===== config.mk =====
export PLATFORM = sky130hd
export DESIGN_NAME = mem_access_unit
export DESIGN_NICKNAME = d
export VERILOG_FILES = /design/src/rtl/mem_access_unit.sv
export SDC_FILE = /design/constraint.sdc
export NUM_CORES = 1
export LEC_CHECK = 0
export CORE_AREA = 2 2 109 111
export CTS_BUF_LIST = sky130_fd_sc_hd__clkbuf_2 sky130_fd_sc_hd__clkbuf_4 sky130_fd_sc_hd__clkbuf_8
export DETAILED_ROUTE_END_ITERATION = 16
export DIE_AREA = 0 0 111 113
export PLACE_DENSITY = 0.81
export SETUP_SLACK_MARGIN = 0.02
export SLEW_MARGIN = 5
export SYNTH_ARGS = -nofsm -noshare
export SYNTH_HDL_FRONTEND = slang
export SYNTH_SLANG_ARGS = --single-unit

===== constraint.sdc =====
create_clock -name clk -period 4.8 [get_ports clk]
set_input_delay 0.72 -clock clk [delete_from_list [all_inputs] [get_ports clk]]
set_output_delay 0.72 -clock clk [all_outputs]
set_load 0.05 [all_outputs]

===== src/rtl/mem_access_unit.sv =====
// Load/store unit between a request/response pipeline port and a 256-byte data RAM.
// Define MAU_SPLIT_UNALIGNED_EN to break misaligned half/word accesses into big-endian byte accesses.
module mem_access_unit (
    input  logic        clk,
    input  logic        Reset,
    input  logic        req_valid,
    output logic        req_ready,
    input  logic        req_write,
    input  logic [31:0] req_addr,
    input  logic [31:0] req_wdata,
    input  logic [1:0]  req_size,
    input  logic        req_signed,
    output logic        resp_valid,
    input  logic        resp_ready,
    output logic [31:0] resp_rdata,
    output logic        resp_err,
    output logic        ram_rw,
    output logic [31:0] ram_addr,
    output logic [31:0] ram_din,
    output logic [1:0]  ram_size,
    input  logic [31:0] ram_dout
);

    typedef enum logic [1:0] {
        IDLE   = 2'd0,
        ACCESS = 2'd1,
`ifdef MAU_SPLIT_UNALIGNED_EN
        SPLIT  = 2'd3,
`endif
        RESP   = 2'd2
    } state_t;

    localparam logic [1:0] SZ_BYTE = 2'b00;
    localparam logic [1:0] SZ_HALF = 2'b01;
    localparam logic [1:0] SZ_WORD = 2'b10;

    function automatic logic [31:0] extend(input logic [31:0] d, input logic [1:0] size,
                                           input logic sgn);
        case (size)
            SZ_BYTE: extend = {{24{sgn & d[7]}}, d[7:0]};
            SZ_HALF: extend = {{16{sgn & d[15]}}, d[15:0]};
            default: extend = d;
        endcase
    endfunction

    function automatic logic [31:0] justify(input logic [31:0] d, input logic [1:0] size);
        case (size)
            SZ_BYTE: justify = {24'b0, d[7:0]};
            SZ_HALF: justify = {16'b0, d[15:0]};
            default: justify = d;
        endcase
    endfunction

    state_t      state_q, state_d;
    logic        write_q, write_d;
    logic [1:0]  size_q, size_d;
    logic        signed_q, signed_d;
    logic        req_ready_q, req_ready_d;
    logic        resp_valid_q, resp_valid_d;
    logic [31:0] resp_rdata_q, resp_rdata_d;
    logic        resp_err_q, resp_err_d;
    logic        ram_rw_q, ram_rw_d;
    logic [31:0] ram_addr_q, ram_addr_d;
    logic [31:0] ram_din_q, ram_din_d;
    logic [1:0]  ram_size_q, ram_size_d;

    logic [1:0]  req_last;
    logic [32:0] req_end;
    logic        misaligned;
    logic        illegal;

`ifdef MAU_SPLIT_UNALIGNED_EN
    logic [31:0] addr_q, addr_d;
    logic [31:0] wdata_q, wdata_d;
    logic [31:0] acc_q, acc_d;
    logic [1:0]  cnt_q, cnt_d;
    logic [1:0]  split_last;
    logic [1:0]  idx;
    logic [1:0]  cnt_next;
    logic [31:0] merged;
    logic [31:0] req_operand;
`endif

    // Index of the last byte of the access: 0 for byte, 1 for half, 3 for word.
    assign req_last   = (req_size == SZ_HALF) ? 2'd1 :
                        (req_size == SZ_WORD) ? 2'd3 : 2'd0;
    assign req_end    = {1'b0, req_addr} + {31'b0, req_last};
    assign misaligned = ((req_size == SZ_HALF) && req_addr[0]) ||
                        ((req_size == SZ_WORD) && (req_addr[1:0] != 2'b00));
`ifdef MAU_SPLIT_UNALIGNED_EN
    assign illegal    = (req_size == 2'b11) || (req_end > 33'd255);
    assign split_last = (size_q == SZ_HALF) ? 2'd1 : 2'd3;
`else
    assign illegal    = (req_size == 2'b11) || (req_end > 33'd255) || misaligned;
`endif

    always_comb begin
        // NOTE: every signal written below gets a default first so no path can infer a latch.
        state_d      = state_q;
        write_d      = write_q;
        size_d       = size_q;
        signed_d     = signed_q;
        req_ready_d  = 1'b0;
        resp_valid_d = resp_valid_q;
        resp_rdata_d = resp_rdata_q;
        resp_err_d   = resp_err_q;
        ram_rw_d     = 1'b0;
        ram_addr_d   = 32'b0;
        ram_din_d    = 32'b0;
        ram_size_d   = SZ_WORD;
`ifdef MAU_SPLIT_UNALIGNED_EN
        addr_d       = addr_q;
        wdata_d      = wdata_q;
        acc_d        = acc_q;
        cnt_d        = cnt_q;
        idx          = split_last - cnt_q;
        cnt_next     = cnt_q + 2'd1;
        merged       = acc_q | ({24'b0, ram_dout[7:0]} << {idx, 3'b000});
        req_operand  = justify(req_wdata, req_size);
`endif
        case (state_q)
            IDLE: begin
                req_ready_d = 1'b1;
                if (req_valid) begin
                    req_ready_d = 1'b0;
                    write_d     = req_write;
                    size_d      = req_size;
                    signed_d    = req_signed;
                    if (illegal) begin
                        state_d      = RESP;
                        resp_valid_d = 1'b1;
                        resp_err_d   = 1'b1;
                        resp_rdata_d = 32'b0;
                    end else if (!misaligned) begin
                        state_d    = ACCESS;
                        ram_rw_d   = req_write;
                        ram_addr_d = req_addr;
                        ram_size_d = req_size;
                        ram_din_d  = justify(req_wdata, req_size);
                    end
`ifdef MAU_SPLIT_UNALIGNED_EN
                    else begin
                        // Big-endian split: the first byte on the bus is the operand's top byte.
                        state_d    = SPLIT;
                        cnt_d      = 2'd0;
                        addr_d     = req_addr;
                        wdata_d    = req_operand;
                        acc_d      = 32'b0;
                        ram_rw_d   = req_write;
                        ram_addr_d = req_addr;
                        ram_size_d = SZ_BYTE;
                        ram_din_d  = {24'b0, 8'(req_operand >> {req_last, 3'b000})};
                    end
`endif
                end
            end
            ACCESS: begin
                state_d      = RESP;
                resp_valid_d = 1'b1;
                resp_err_d   = 1'b0;
                resp_rdata_d = write_q ? 32'b0 : extend(ram_dout, size_q, signed_q);
            end
`ifdef MAU_SPLIT_UNALIGNED_EN
            SPLIT: begin
                acc_d = merged;
                if (cnt_q == split_last) begin
                    state_d      = RESP;
                    cnt_d        = 2'd0;
                    resp_valid_d = 1'b1;
                    resp_err_d   = 1'b0;
                    resp_rdata_d = write_q ? 32'b0 : extend(merged, size_q, signed_q);
                end else begin
                    cnt_d      = cnt_next;
                    ram_rw_d   = write_q;
                    ram_addr_d = addr_q + {30'b0, cnt_next};
                    ram_size_d = SZ_BYTE;
                    ram_din_d  = {24'b0, 8'(wdata_q >> {idx - 2'd1, 3'b000})};
                end
            end
`endif
            RESP: begin
                if (resp_ready) begin
                    state_d      = IDLE;
                    req_ready_d  = 1'b1;
                    resp_valid_d = 1'b0;
                    resp_err_d   = 1'b0;
                    resp_rdata_d = 32'b0;
                end
            end
            default: state_d = IDLE;
        endcase
    end

    // NOTE: state uses non-blocking assignments so every flop samples pre-edge values.
    always_ff @(posedge clk or posedge Reset) begin
        if (Reset) begin
            state_q      <= IDLE;
            write_q      <= 1'b0;
            size_q       <= SZ_WORD;
            signed_q     <= 1'b0;
            req_ready_q  <= 1'b1;
            resp_valid_q <= 1'b0;
            resp_rdata_q <= 32'b0;
            resp_err_q   <= 1'b0;
            ram_rw_q     <= 1'b0;
            ram_addr_q   <= 32'b0;
            ram_din_q    <= 32'b0;
            ram_size_q   <= SZ_WORD;
`ifdef MAU_SPLIT_UNALIGNED_EN
            addr_q       <= 32'b0;
            wdata_q      <= 32'b0;
            acc_q        <= 32'b0;
            cnt_q        <= 2'd0;
`endif
        end else begin
            state_q      <= state_d;
            write_q      <= write_d;
            size_q       <= size_d;
            signed_q     <= signed_d;
            req_ready_q  <= req_ready_d;
            resp_valid_q <= resp_valid_d;
            resp_rdata_q <= resp_rdata_d;
            resp_err_q   <= resp_err_d;
            ram_rw_q     <= ram_rw_d;
            ram_addr_q   <= ram_addr_d;
            ram_din_q    <= ram_din_d;
            ram_size_q   <= ram_size_d;
`ifdef MAU_SPLIT_UNALIGNED_EN
            addr_q       <= addr_d;
            wdata_q      <= wdata_d;
            acc_q        <= acc_d;
            cnt_q        <= cnt_d;
`endif
        end
    end

    assign req_ready  = req_ready_q;
    assign resp_valid = resp_valid_q;
    assign resp_rdata = resp_rdata_q;
    assign resp_err   = resp_err_q;
    assign ram_rw     = ram_rw_q;
    assign ram_addr   = ram_addr_q;
    assign ram_din    = ram_din_q;
    assign ram_size   = ram_size_q;

endmodule


==> metrics.cfg, run 1 <==
[run_status]
status = complete, no violations

[logic_synthesis]
synth_area_leaders = dfrtp_1 (54%), mux2_4 (6.8%), and2_1 (5.2%)
synth_top_area_share_pct = 53.8
synth_common_cells = dfrtp_1 (105), and2_1 (41), inv_1 (35)
synth_cell_types = 51
syn_area_mm2 = 0.00489
synthArstFlopShare_pct = 100
yosysMostFrequentCell = dfrtp_1
seq_area_frac_synth_pct = 55.4
synth_cells = 433
synth_edf_count = 0
synth-main-ff-cell = dfrtp_1
ys_ff_latch = 108
yosysWarnings = 0
syn_avg_cell_area_um2 = 11.3
yosys.area.top_type = dfrtp_1

[timing]
fin_skew_ns = 0.00959
tns_ns = 0
grt_setup_unrepaired = no
slew_headroom_pct = 30.9
hold_viol_final = 0
setup_viol = 0
worst_slew_pin_slew_ns = 1.03
post-route-period-util_pct = 88.1
max_freq_ghz = 0.236
slew_violations = 0
fin_crit_ns = 4.23

[routing]
dr_wl_met3_um = 657
drc_errors = 0
route.top_layer_used = met4
drt_pass1_iterations = 4
drt_wl_total_mm = 12.8
routedWlPerCell_um = 15.8
vias = 4020
viasPerCell = 4.96
wl_met2_mm = 6.69
final_antenna_net_count = 0
drt_iter0_drc = 273
drt-met1-wl_mm = 5.13

[final_layout]
area.growth.synth_to_final_pct = 51.6
instances_no_fill = 810
drive_gt1_share_pct = 9.45
n_antenna_cell = 0
finalNetCount = 776

[power_and_ir_drop]
comb_power_share_pct = 26.0
peakVddDrop_mv = 0.160
p_int_mw = 1.53
sequentialPowerShare_pct = 46.0
p_sw_uw = 691
p_per_area_mw_per_mm2 = 300
sw_frac_of_total_pct = 31.1
p_clk_share_pct = 28.1
leakage_nw = 3.35

[clock_tree]
h-tree-depth = 3
cts.sink_count = 108
post-cts-setup-buffers = 0
path_clk_slew_ns = 0.09
cts_tree = yes
clock_latency_ns = 0.37
cts_hold_buf = 0
cts_resized = 0
clk_path_buf_depth = 2
cts-buffers-inserted = 9
clockRootBuffer = clkbuf_8

[global_route]
overflow = 0
grt_pass1_vias = 4214
grt_antenna_before_repair = 0
grt_start_max_net_pins = 75
grt_usage_pct = 20.7
grt_first_pass_wirelength_mm = 20.8

[run]
maxCapViolCount = 0

[critical_path]
r2r-end = resp_rdata[25]$_DFFE_PP0P_
reg2reg_depth = 6
cp_max_fo = 32
end_kind = register
reg2reg_slack_ns = 2.50
crit_required_ns = 5.06
cp-start-kind = primary input
critPathKind = in -> reg
crit-reg2reg-launch = state_q[1]$_DFFE_PP0P_
crit_arrival_ns = 4.49

[placed_design]
dp_hpwl_mm = 9.80
dp.cells = 794
place.gp.congestion = 0.889
io_buffers = 205

[floorplanning]
rows = 39
dieArea_mm2 = 0.0125
core_area_mm2 = 0.0113
start_util_pct = 43.3
pin_count = 206
fp.dieH_um = 113
die_w_um = 111

[min_path]
hold_start = write_q$_DFFE_PP0P_
min_path_cells = 2
min_to = write_q$_DFFE_PP0P_
hp-class = reg -> reg

metal layers:
metal	vias up	global-route usage, %
met5	-	0
met4	0	9.17
met3	21	2.89
met2	153	36.6
met1	1928	25.5
li1	1918	-
per-stage QoR:
| step | util (%) | setup slack, ns | total power, mW | area, µm² | hold slack [ns] |
|---|---|---|---|---|---|
| 4_1_cts | 65.7 | 0.610 | 2.24 | 7410 | 0.518 |
| 2_1_floorplan | - | 0.856 | 1.42 | 4970 | 0.461 |
| 5_1_grt | 65.7 | 0.485 | 2.33 | 7410 | 0.547 |
| 3_5_place_dp | 63.7 | 0.211 | 1.61 | 7180 | 0.496 |
| 6_report | 65.7 | 0.570 | 2.22 | 7410 | 0.515 |
| 3_3_place_gp | 63.7 | 0.329 | 1.60 | 7180 | 0.484 |
layout make-up:
cell class	count	area (µm²)
tap	143	179
timing repair buffer	213	2120
fill	911	3860
clock inverter	5	82.6
multi-input combinational	295	2040
sequential	108	2710
inverter	35	134
clock buffer	11	145
worst max-delay path by stage:
stage / start / to / slack, ns / cells past startpoint
after CTS: req_size[0] / resp_rdata[25]$_DFFE_PP0P_ / 0.61 / 13
after detailed placement: req_size[0] / resp_rdata[12]$_DFFE_PP0P_ / 0.21 / 13
after global routing: req_size[0] / resp_rdata[25]$_DFFE_PP0P_ / 0.48 / 13
final: req_size[0] / resp_rdata[8]$_DFFE_PP0P_ / 0.57 / 13
after global placement: req_size[0] / resp_rdata[20]$_DFFE_PP0P_ / 0.33 / 13
after floorplan: req_size[0] / resp_rdata[10]$_DFFE_PP0P_ / 0.86 / 15
kinds of logic (layout without fill, tap and decap cells):
logic type / Yosys count / after routing / synth area share [%]
other: 1 / 23 / 0.0768
AOI/OAI and AO/OA: 72 / 72 / 8.60
xor gates and xnor gates: 4 / 4 / 0.717
and+or+nand+nor: 150 / 150 / 18.1
buffers and inverters: 52 / 264 / 4.66
DFF: 108 / 108 / 55.4
muxes: 36 / 36 / 9.71
adders and majority gates: 10 / 10 / 2.71
registers in the layout (all words and copies together) (netlist names):
| register | count |
|---|---|
| ram_addr | 32 |
| ram_din | 32 |
| ram_rw | 1 |
| ram_size | 2 |
| req_ready | 1 |
| resp_err | 1 |
| resp_rdata | 32 |
| resp_valid | 1 |
| signed_q | 1 |
| size_q | 2 |
| state_q | 2 |
| write_q | 1 |
cells in the final DEF (no fill, tap or decap), types with 2 or more instances in the layout:
master and n:
xor2_1 4, bufinv_16 2, nor2_1 19, mux2_2 3, o21ai_0 19, nor3_1 7, a31oi_1 5, a211oi_1 2
and4b_1 2, conb_1 23, mux2i_1 11, and4_1 2, clkbuf_8 10, a21oi_1 30, or4b_1 2, a21o_1 2
nand3_1 15, ha_1 9, inv_1 34, dfstp_2 3, clkdlybuf4s50_1 205, nor2b_1 4, inv_6 2, o22ai_1 3
or3_1 2, dfrtp_1 105, and3_1 7, nand2_1 24, o31ai_1 4, buf_4 7, nor3b_1 2, nor4_1 6
and2_1 41, mux2_4 22, nand4_1 7
power by group through the flow:
stage | clock network (mW) | registers (mW) | logic [mW]
floorplan | 0 | 1.07 | 0.348
global placement | 0 | 1.04 | 0.565
detailed placement | 0 | 1.04 | 0.576
CTS | 0.641 | 1.02 | 0.579
global route | 0.679 | 1.03 | 0.622
finish | 0.624 | 1.02 | 0.577
critical path, stage by stage:
cell,delay [ns]
clkdlybuf4s50_1,0.54
inv_1,0.11
ha_1,0.31
ha_1,0.21
fa_1,0.43
and3_1,0.25
nand3_1,0.13
xor2_1,0.17
and4_1,0.22
or4b_1,0.47
o31a_2,0.39
buf_12,0.19
mux2_4,0.32
Note: power is estimated with default switching activity, not from simulation.
==> run 2: changes to the inputs <==
--- a/config.mk
+++ b/config.mk
@@ -7,6 +7,7 @@
 export LEC_CHECK = 0
 export CORE_AREA = 2 2 109 111
 export CTS_BUF_LIST = sky130_fd_sc_hd__clkbuf_2 sky130_fd_sc_hd__clkbuf_4 sky130_fd_sc_hd__clkbuf_8
+export CTS_CLUSTER_DIAMETER = 200
 export DETAILED_ROUTE_END_ITERATION = 16
 export DIE_AREA = 0 0 111 113
 export PLACE_DENSITY = 0.81
==> results of run 2 <==
The final DEF is identical to that of run 1; final timing and power are the same.
